**src/rtl/alu_result_stage_if.sv**
```systemverilog
// Handshake and data bundle between the ALU result multiplexer, the
// alu_result_stage and the writeback consumer.
//   i_valid/o_ready                           : upstream handshake
//   i_result/i_carry/i_overflow/i_set_flags   : upstream result payload
//   o_valid/i_ready                           : downstream handshake
//   o_result/o_flags                          : buffered result and its {N,Z,C,V}
//   o_nzcv                                    : architectural flag register
//   o_count                                   : retired-result counter
// Modport slave is the stage's view; master is the environment's view.
interface alu_result_stage_if #(
  parameter int unsigned N     = 64,
  parameter int unsigned CNT_W = 32
);
  logic             i_valid;
  logic             o_ready;
  logic [N-1:0]     i_result;
  logic             i_carry;
  logic             i_overflow;
  logic             i_set_flags;
  logic             o_valid;
  logic             i_ready;
  logic [N-1:0]     o_result;
  logic [3:0]       o_flags;
  logic [3:0]       o_nzcv;
  logic [CNT_W-1:0] o_count;

  modport slave (
    input  i_valid, i_result, i_carry, i_overflow, i_set_flags, i_ready,
    output o_ready, o_valid, o_result, o_flags, o_nzcv, o_count
  );

  modport master (
    output i_valid, i_result, i_carry, i_overflow, i_set_flags, i_ready,
    input  o_ready, o_valid, o_result, o_flags, o_nzcv, o_count
  );
endinterface

```
**src/rtl/alu_result_stage.sv**
```systemverilog
// ALU result stage: captures the selected result with its carry/overflow,
// derives per-result NZCV flags, buffers up to two results in a valid/ready
// skid buffer, and on retirement updates the architectural NZCV register and
// the retired-result counter.
// Ports:
//   i_clk   : clock, all state changes on the rising edge
//   i_rst_n : synchronous active-low reset
//   bus     : alu_result_stage_if.slave (handshakes, payload, status)
module alu_result_stage #(
  parameter int unsigned N     = 64,
  parameter int unsigned CNT_W = 32
) (
  input  logic                  i_clk,
  input  logic                  i_rst_n,
  alu_result_stage_if.slave     bus
);

  localparam int unsigned FLAG_W = 4;

  typedef enum logic [1:0] {
    EMPTY = 2'd0,
    ONE   = 2'd1,
    FULL  = 2'd2
  } state_t;

  typedef struct packed {
    logic [N-1:0]      result;
    logic [FLAG_W-1:0] flags;
    logic              set_flags;
  } entry_t;

  state_t            state_q, state_d;
  entry_t            main_q, main_d;
  entry_t            skid_q, skid_d;
  entry_t            in_entry_c;
  logic [FLAG_W-1:0] nzcv_q, nzcv_d;
  logic [CNT_W-1:0]  count_q, count_d;
  logic              ready_q;
  logic              valid_q;
  logic              in_fire_c;
  logic              out_fire_c;

  assign in_fire_c  = bus.i_valid & ready_q;
  assign out_fire_c = valid_q & bus.i_ready;

  // Incoming entry with flags derived from the full-width result.
  always_comb begin
    in_entry_c.result    = bus.i_result;
    in_entry_c.flags     = {bus.i_result[N-1], (bus.i_result == '0),
                            bus.i_carry, bus.i_overflow};
    in_entry_c.set_flags = bus.i_set_flags;
  end

  // Next-state, buffer movement and retirement bookkeeping.
  always_comb begin
    state_d = state_q;
    main_d  = main_q;
    skid_d  = skid_q;
    nzcv_d  = nzcv_q;
    count_d = count_q;

    unique case (state_q)
      EMPTY: begin
        if (in_fire_c) begin
          state_d = ONE;
          main_d  = in_entry_c;
        end
      end
      ONE: begin
        if (in_fire_c && out_fire_c) begin
          main_d = in_entry_c;
        end else if (in_fire_c) begin
          state_d = FULL;
          skid_d  = in_entry_c;
        end else if (out_fire_c) begin
          state_d = EMPTY;
        end
      end
      FULL: begin
        // o_ready is low here, so only the drain side can move.
        if (out_fire_c) begin
          state_d = ONE;
          main_d  = skid_q;
        end
      end
      default: state_d = EMPTY;
    endcase

    // The main entry is always the one retiring.
    if (out_fire_c) begin
      count_d = count_q + CNT_W'(1);
      if (main_q.set_flags) begin
        nzcv_d = main_q.flags;
      end
    end
  end

  // State and output registers; ready/valid look one state ahead.
  always_ff @(posedge i_clk) begin
    if (!i_rst_n) begin
      state_q <= EMPTY;
      main_q  <= '0;
      skid_q  <= '0;
      nzcv_q  <= '0;
      count_q <= '0;
      ready_q <= 1'b0;
      valid_q <= 1'b0;
    end else begin
      state_q <= state_d;
      main_q  <= main_d;
      skid_q  <= skid_d;
      nzcv_q  <= nzcv_d;
      count_q <= count_d;
      ready_q <= (state_d != FULL);
      valid_q <= (state_d != EMPTY);
    end
  end

  assign bus.o_ready  = ready_q;
  assign bus.o_valid  = valid_q;
  assign bus.o_result = main_q.result;
  assign bus.o_flags  = main_q.flags;
  assign bus.o_nzcv   = nzcv_q;
  assign bus.o_count  = count_q;

endmodule

```
**src/flat_wrapper.sv**
```systemverilog
// flat-port wrapper written by rule: the top's interface ports become plain ports
module alu_result_stage_flat 
#(
  parameter int unsigned N     = 64,
  parameter int unsigned CNT_W = 32
)
  (i_clk, i_rst_n, bus_i_valid, bus_i_result, bus_i_carry, bus_i_overflow, bus_i_set_flags, bus_i_ready, bus_o_ready, bus_o_valid, bus_o_result, bus_o_flags, bus_o_nzcv, bus_o_count);
  alu_result_stage_if #(.N(N), .CNT_W(CNT_W)) bus_i ();
  input  logic i_clk;
  input  logic i_rst_n;
  input wire logic [$bits(bus_i.i_valid)-1:0] bus_i_valid;
  input wire logic [$bits(bus_i.i_result)-1:0] bus_i_result;
  input wire logic [$bits(bus_i.i_carry)-1:0] bus_i_carry;
  input wire logic [$bits(bus_i.i_overflow)-1:0] bus_i_overflow;
  input wire logic [$bits(bus_i.i_set_flags)-1:0] bus_i_set_flags;
  input wire logic [$bits(bus_i.i_ready)-1:0] bus_i_ready;
  output wire logic [$bits(bus_i.o_ready)-1:0] bus_o_ready;
  output wire logic [$bits(bus_i.o_valid)-1:0] bus_o_valid;
  output wire logic [$bits(bus_i.o_result)-1:0] bus_o_result;
  output wire logic [$bits(bus_i.o_flags)-1:0] bus_o_flags;
  output wire logic [$bits(bus_i.o_nzcv)-1:0] bus_o_nzcv;
  output wire logic [$bits(bus_i.o_count)-1:0] bus_o_count;
  assign bus_i.i_valid = bus_i_valid;
  assign bus_i.i_result = bus_i_result;
  assign bus_i.i_carry = bus_i_carry;
  assign bus_i.i_overflow = bus_i_overflow;
  assign bus_i.i_set_flags = bus_i_set_flags;
  assign bus_i.i_ready = bus_i_ready;
  assign bus_o_ready = bus_i.o_ready;
  assign bus_o_valid = bus_i.o_valid;
  assign bus_o_result = bus_i.o_result;
  assign bus_o_flags = bus_i.o_flags;
  assign bus_o_nzcv = bus_i.o_nzcv;
  assign bus_o_count = bus_i.o_count;
  alu_result_stage #(.N(N), .CNT_W(CNT_W)) u_core (.i_clk(i_clk), .i_rst_n(i_rst_n), .bus(bus_i));
endmodule
```
**config.mk**
```make
export PLATFORM = sky130hd
export DESIGN_NAME = alu_result_stage_flat
export DESIGN_NICKNAME = d
export VERILOG_FILES = /design/src/rtl/alu_result_stage_if.sv /design/src/rtl/alu_result_stage.sv /design/src/flat_wrapper.sv
export SDC_FILE = /design/constraint.sdc
export NUM_CORES = 1
export LEC_CHECK = 0
export CORE_UTILIZATION = 40
export DETAILED_ROUTE_END_ITERATION = 8
export GPL_TIMING_DRIVEN = 0
export PLACE_DENSITY = 0.71
export SETUP_SLACK_MARGIN = 0.05
export SLEW_MARGIN = 10
export SYNTH_ARGS = -nofsm -noshare
export SYNTH_HDL_FRONTEND = slang
export SYNTH_SLANG_ARGS = --single-unit
export TNS_END_PERCENT = 50
```
**constraint.sdc**
```tcl
create_clock -name i_clk -period 2.9 [get_ports i_clk]
set_clock_uncertainty 0.15 [all_clocks]
set_input_delay 0.435 -clock i_clk [delete_from_list [all_inputs] [get_ports i_clk]]
set_output_delay 0.435 -clock i_clk [all_outputs]
set_load 0.02 [all_outputs]
```
; ---- Word-level counts from Yosys, hierarchy flattened
; Cells that the tools add are included.
[totals]
ramBits = 0
output_inout_bits = 106
mem_count = 0
mem_bits_ro = 0
latchBits = 0
regBits = 178
[classes]
muxes = 10
addsub = 1
n_lt_le_gt_ge = 0
n_eq_ne = 6
bitwise_logic = 3
div = 0
mul = 0
reduce_logical = 8
shift = 0
[op_table]
columns = operator, count
row1 = $mux 69, 3
row2 = $pmux 69 s3, 1
row3 = $logic_not 64->1, 1
row4 = $add 32x1->32 const B, 1
row5 = $mux 2, 5
row6 = $ne 2x1->1 const B, 3
row7 = $pmux 2 s3, 1
row8 = $reduce_and 4->1, 1
row9 = $reduce_and 3->1, 1
row10 = $reduce_bool 3->1, 1
row11 = $and 1x1->1, 2
row12 = $eq 2x1->1 const B, 1
row13 = $eq 2x2->1 const B, 1
row14 = $logic_not 2->1, 1
row15 = $ne 2x2->1 const B, 1
row16 = $reduce_and 2->1, 1
row17 = $reduce_bool 2->1, 1
row18 = $logic_and 1x1->1, 1
row19 = $not 1->1, 1

; ---- Depth between registers and ports, before layout
[logic_depth]
ltp_word = 6
mapped_depth = 8
depth_no_buf = 5

; ---- Worst setup path before layout
; Ideal clock, no wire load.
[synth_path]
path_kind = flip-flop to flip-flop
start = register u_core.count_q[0] (netlist: u_core.bus.o_count[0])
end = register u_core.count_q[30] (netlist: u_core.bus.o_count[30])
slack_ns = 0.761
path_stages_with_launch = 7
arrival_ns = 1.919
path_cell_list = dfxtp_1 > ha_1 > nand4_1 > or4_1 > clkbuf_2 > or4_1 > a21oi_1
[synth_via]
elab_chain_len = 1
[synth_lines]
columns = item, line_no
row1 = "start, declared", alu_result_stage.sv:37  ; logic [CNT_W-1:0] count_q, count_d;
row2 = "start signal, assigned", alu_result_stage.sv:113  ; count_q <= count_d;
row3 = $add 32x1->32, alu_result_stage.sv:91  ; count_d = count_q + CNT_W'(1);
; Every way passes these cells.
; A chain may end at the register's enable or synchronous reset.

; ---- Worst setup path after layout
[layout_path]
start = input port bus_i_ready
end = register u_core.skid_q[6] (netlist bit)
[layout_via]
elab_chain_len = 4
[layout_lines]
columns = item, line_no
row1 = "start, declared", flat_wrapper.sv:16  ; input wire logic [$bits(bus_i.i_ready)-1:0] bus_i_ready;
row2 = $and 1x1->1, alu_result_stage.sv:44  ; assign out_fire_c = valid_q & bus.i_ready;
row3 = $logic_and 1x1->1, alu_result_stage.sv:70  ; if (in_fire_c && out_fire_c) begin
row4 = $not 1->1 (no line), -
row5 = $reduce_and 3->1 (no line), -
row6 = "end signal, assigned", alu_result_stage.sv:111  ; skid_q <= skid_d;
row7 = "end, declared", alu_result_stage.sv:34  ; entry_t skid_q, skid_d;
; Every way passes these cells.

==> tab_implementation.tex <==
\begin{tabular}{lr}
\hline
Metric & Value \\
\hline
\multicolumn{2}{l}{\textbf{Global routing}} \\
\quad GRT overflow & 0 \\
\quad Number of global-route vias before repair & 6,285 \\
\quad Total Routing Usage GR & 21.1\% \\
\quad Antenna violations before repair & 1 \\
\quad Maximum number of pins on one net before global-route repair & 18 \\
\quad Wire length of the first global-routing pass & 33,000 microns \\
\multicolumn{2}{l}{\textbf{Synth}} \\
\quad Register bit total from synthesis & 176 \\
\quad Post-synth cell types & 42 \\
\quad Library cell occupying the most area in the post-synthesis netlist & sky130\_fd\_sc\_hd\_\_dfxtp\_1 \\
\quad Share of async-settable or async-resettable flops after synthesis & 0\% \\
\quad Most used DFF post-synth & sky130\_fd\_sc\_hd\_\_dfxtp\_1 \\
\quad Share of Yosys cell area claimed by the top area cell type & 45.1\% \\
\quad Mean instance size in the synthesized netlist & 8.59 sq um \\
\quad Mapped Nets & 980 \\
\quad Post-synthesis sequential area ratio & 45.1\% \\
\quad Synthesis Warnings & 0 \\
\quad Instance count of the mapped netlist & 908 \\
\quad Dominant cell by count in the synthesized netlist & sky130\_fd\_sc\_hd\_\_dfxtp\_1 \\
\quad Synth area leaders & sky130\_fd\_sc\_hd\_\_dfxtp\_1, sky130\_fd\_sc\_hd\_\_mux2i\_1, sky130\_fd\_sc\_hd\_\_nand2\_1 \\
\quad Number of enable-type register cells in the synthesized netlist & 0 \\
\quad Synth top cells by count & sky130\_fd\_sc\_hd\_\_dfxtp\_1, sky130\_fd\_sc\_hd\_\_nand2\_1, sky130\_fd\_sc\_hd\_\_a21oi\_1, sky130\_fd\_sc\_hd\_\_nor2\_1, sky130\_fd\_sc\_hd\_\_mux2i\_1 \\
\quad Cell area after synthesis & 7800 sq um \\
\multicolumn{2}{l}{\textbf{Cells and area}} \\
\quad Fraction of final layout cells sized beyond drive strength 1 & 10.8\% \\
\quad Area Growth Syn to Fin & 34.2\% \\
\quad Count of fill cells added during filler insertion & 1,806 \\
\quad Final nets & 1,175 \\
\quad Area of the multi-input gates & 3470 sq um \\
\quad Count of antenna diodes in the layout & 0 \\
\quad Final core area utilization & 55.4\% \\
\quad Count of placed standard cells in the final layout, fillers left out & 1,376 \\
\quad Register area & 3520 sq um \\
\quad Final design area excluding fillers & 10,500 sq um \\
\multicolumn{2}{l}{\textbf{Setup path}} \\
\quad Critical R2R Capture & u\_core.bus.o\_result[59] \\
\quad Reg-to-reg setup timing slack & 430 ps \\
\quad Worst path arrival time & 2860 ps \\
\quad Start-to-end type of the worst setup path & input port to flop \\
\quad Endpoint kind of the worst setup timing path & flop \\
\quad Number of cells on the worst reg-to-reg path & 5 \\
\quad Launching point of the worst reg2reg path & u\_core.bus.o\_valid \\
\quad Crit path required time & 3100 ps \\
\quad Element type at the critical path start & input port \\
\quad Largest fanout on the critical path & 10 \\
\multicolumn{2}{l}{\textbf{STA}} \\
\quad Share of the cycle needed by the critical path after routing & 91.7\% \\
\quad Max-Slew Margin vs Limit & 37.5\% \\
\quad Setup slack after layout & 239 ps \\
\quad Slew at the pin closest to its max-slew limit & 935 ps \\
\quad Post-route minimum period & 2660 ps \\
\quad Unrepaired setup endpoints after global routing & no \\
\quad Sum of negative setup slack & 0 ps \\
\quad Final Max Tran Viols & 0 \\
\quad Endpoints failing hold & 0 \\
\quad Maximum operating frequency & 376 MHz \\
\quad Final number of setup-violating endpoints & 0 \\
\multicolumn{2}{l}{\textbf{Power}} \\
\quad Power per unit of standard cell area & 553 nW/um\^{}2 \\
\quad Largest voltage drop on the vdd net & 0.377 mV \\
\quad Leak Pwr & 4.11 nW \\
\multicolumn{2}{l}{\textbf{Min path}} \\
\quad Worst min-delay path category & flop to flop \\
\quad Launch instance of the worst min-delay path & u\_core.skid\_q[61] \\
\quad Endpoint of the worst hold path & u\_core.skid\_q[61] \\
\quad Number of cells on the worst hold path & 2 \\
\multicolumn{2}{l}{\textbf{Die}} \\
\quad Number of placed I/O pins & 177 \\
\quad Die X & 142 microns \\
\quad Die Outline Area & 20,100 sq um \\
\quad Floorplan core area & 18,900 sq um \\
\quad Starting Density & 41.3\% \\
\quad Number of rows created at floorplan & 50 \\
\quad Vertical extent of the die & 142 microns \\
\multicolumn{2}{l}{\textbf{Routing}} \\
\quad Average wire per standard cell & 15.3 microns \\
\quad Remaining routing DRC violations & 0 \\
\quad Residual antenna-violating net count after detailed routing & 0 \\
\quad Detailed router's first-iteration violation count & 365 \\
\quad Overall via count from detail\_route & 6,997 \\
\quad Count of TritonRoute iterations in the first routing pass & 5 \\
\quad Vias per inst & 5.09 \\
\quad Total routed wirelength & 21,000 microns \\
\multicolumn{2}{l}{\textbf{CTS}} \\
\quad CTS buffer count & 17 \\
\quad Clk pin slew, worst setup/hold paths & 70 ps \\
\quad Clock Tree Root & sky130\_fd\_sc\_hd\_\_clkbuf\_16 \\
\quad TritonCTS Sinks & 176 \\
\quad Worst skew pair latency & 430 ps \\
\quad Maximum buffer depth of the clock tree & 2 \\
\quad Post-CTS Setup Repair Bufs & 0 \\
\quad Clock tree from TritonCTS & done \\
\quad Depth of the CTS H-tree & 4 \\
\quad Post-CTS sizing & 0 \\
\quad CTS Hold Buffers Added & 0 \\
\multicolumn{2}{l}{\textbf{Placement}} \\
\quad Count of input and output buffers & 176 \\
\quad Dpl cell area & 9890 sq um \\
\quad Number of placed cells counting well taps & 1,344 \\
\quad RePlAce Congestion & 0.811 \\
\quad Worst slack at placement & -385 ps \\
\quad Post-detail-place hpwl & 15,600 microns \\
\multicolumn{2}{l}{\textbf{Flow run}} \\
\quad Reported max-cap violation count & 0 \\
\multicolumn{2}{l}{\textbf{Status}} \\
\quad Run status & finished, final reports clean \\
\hline
\end{tabular}
==> state kept, by name, summed over array words and instances, names as in the netlist <==
register,flops
u_core.skid_q,68
u_core.bus.o_result,63
u_core.bus.o_count,32
u_core.bus.o_flags,4
u_core.bus.o_nzcv,4
u_core.state_q,2
u_core.bus.o_ready,1
u_core.bus.o_valid,1
u_core.main_q,1
==> logic make-up after synthesis <==
family                   count (synthesis)  share of synthesized area, %
XOR/XNOR                                 9                          1.01
adder cells (fa/ha/maj)                  1                         0.160
multiplexers                            73                          9.36
AO/OA/AOI/OAI                          185                          15.0
buffers and inverters                  143                          10.4
AND/OR/NAND/NOR                        321                          19.0
flip-flops                             176                          45.1
==> critical path, stage by stage <==
cell and delay [ps]:
sky130_fd_sc_hd__clkdlybuf4s50_1 550, sky130_fd_sc_hd__and2_1 200, sky130_fd_sc_hd__buf_2 160, sky130_fd_sc_hd__nor4b_2 820
sky130_fd_sc_hd__clkbuf_1 440, sky130_fd_sc_hd__nand2_1 100, sky130_fd_sc_hd__a21oi_1 150
==> worst max-delay path by stage <==
stage	startpoint	endpoint	slack [ps]	cells after the start
3_3_place_gp	bus_i_ready	u_core.bus.o_result[57]	-380	6
2_1_floorplan	u_core.bus.o_count[0]	u_core.bus.o_count[30]	760	6
6_report	bus_i_ready	u_core.skid_q[6]	240	7
5_1_grt	bus_i_ready	u_core.skid_q[6]	70	7
4_1_cts	bus_i_ready	u_core.bus.o_result[59]	60	6
3_5_place_dp	bus_i_ready	u_core.bus.o_result[59]	-390	6
==> per-layer routing <==
metal / wire length (microns) / track usage [%] / part of all wire (%) / vias to the layer above
met3: 1080 / 3.51 / 5.1 / 18
met2: 10000 / 34.6 / 48 / 202
met4: 281 / 6.68 / 1.3 / 0
met5: 0 / 0 / 0 / -
met1: 9650 / 28.2 / 46 / 3260
li1: - / - / - / 3517
==> layout make-up <==
| cell class | instances | share of cell area [%] |
|---|---|---|
| tap | 260 | 3.11 |
| inverter | 9 | 0.323 |
| buffer | 134 | 7.44 |
| timing repair buffer | 176 | 16.8 |
| multi-input combinational | 589 | 33.1 |
| clock buffer | 18 | 4.10 |
| clock inverter | 14 | 1.47 |
| sequential | 176 | 33.6 |
==> stage by stage <==
step | hold WS (ps) | total power, mW
floorplan | 286 | 3.16
global placement | 291 | 3.57
detailed placement | 296 | 3.58
CTS | 305 | 5.82
global route | 324 | 5.99
finish | 302 | 5.79
==> power breakdown <==
part	internal [mW]	switching, mW
Combinational	0.466	0.459
Clock	1.22	1.05
Sequential	2.53	0.0701
Total	4.21	1.58
==> cell usage in the layout, fill, tap and decap left out, types with 3 or more instances in the layout <==
cell and instances:
sky130_fd_sc_hd__or4_1 17, sky130_fd_sc_hd__nor3_1 3, sky130_fd_sc_hd__nand4_1 14, sky130_fd_sc_hd__buf_1 5, sky130_fd_sc_hd__o21ai_0 4, sky130_fd_sc_hd__nor4_1 16, sky130_fd_sc_hd__clkbuf_16 17, sky130_fd_sc_hd__o21a_1 4
sky130_fd_sc_hd__nand3_1 12, sky130_fd_sc_hd__buf_2 15, sky130_fd_sc_hd__inv_1 8, sky130_fd_sc_hd__and3_1 4, sky130_fd_sc_hd__nand2_1 150, sky130_fd_sc_hd__buf_4 68, sky130_fd_sc_hd__xor2_1 7, sky130_fd_sc_hd__mux2i_1 73
sky130_fd_sc_hd__clkinv_4 3, sky130_fd_sc_hd__clkbuf_1 45, sky130_fd_sc_hd__a211oi_1 67, sky130_fd_sc_hd__a21oi_1 88, sky130_fd_sc_hd__nand2b_1 3, sky130_fd_sc_hd__and4_1 7, sky130_fd_sc_hd__nor2_1 83, sky130_fd_sc_hd__o31ai_1 15
sky130_fd_sc_hd__or3_1 4, sky130_fd_sc_hd__clkinvlp_4 3, sky130_fd_sc_hd__dfxtp_1 176, sky130_fd_sc_hd__inv_8 4, sky130_fd_sc_hd__clkdlybuf4s50_1 176
(Power assumes the default switching activity.)
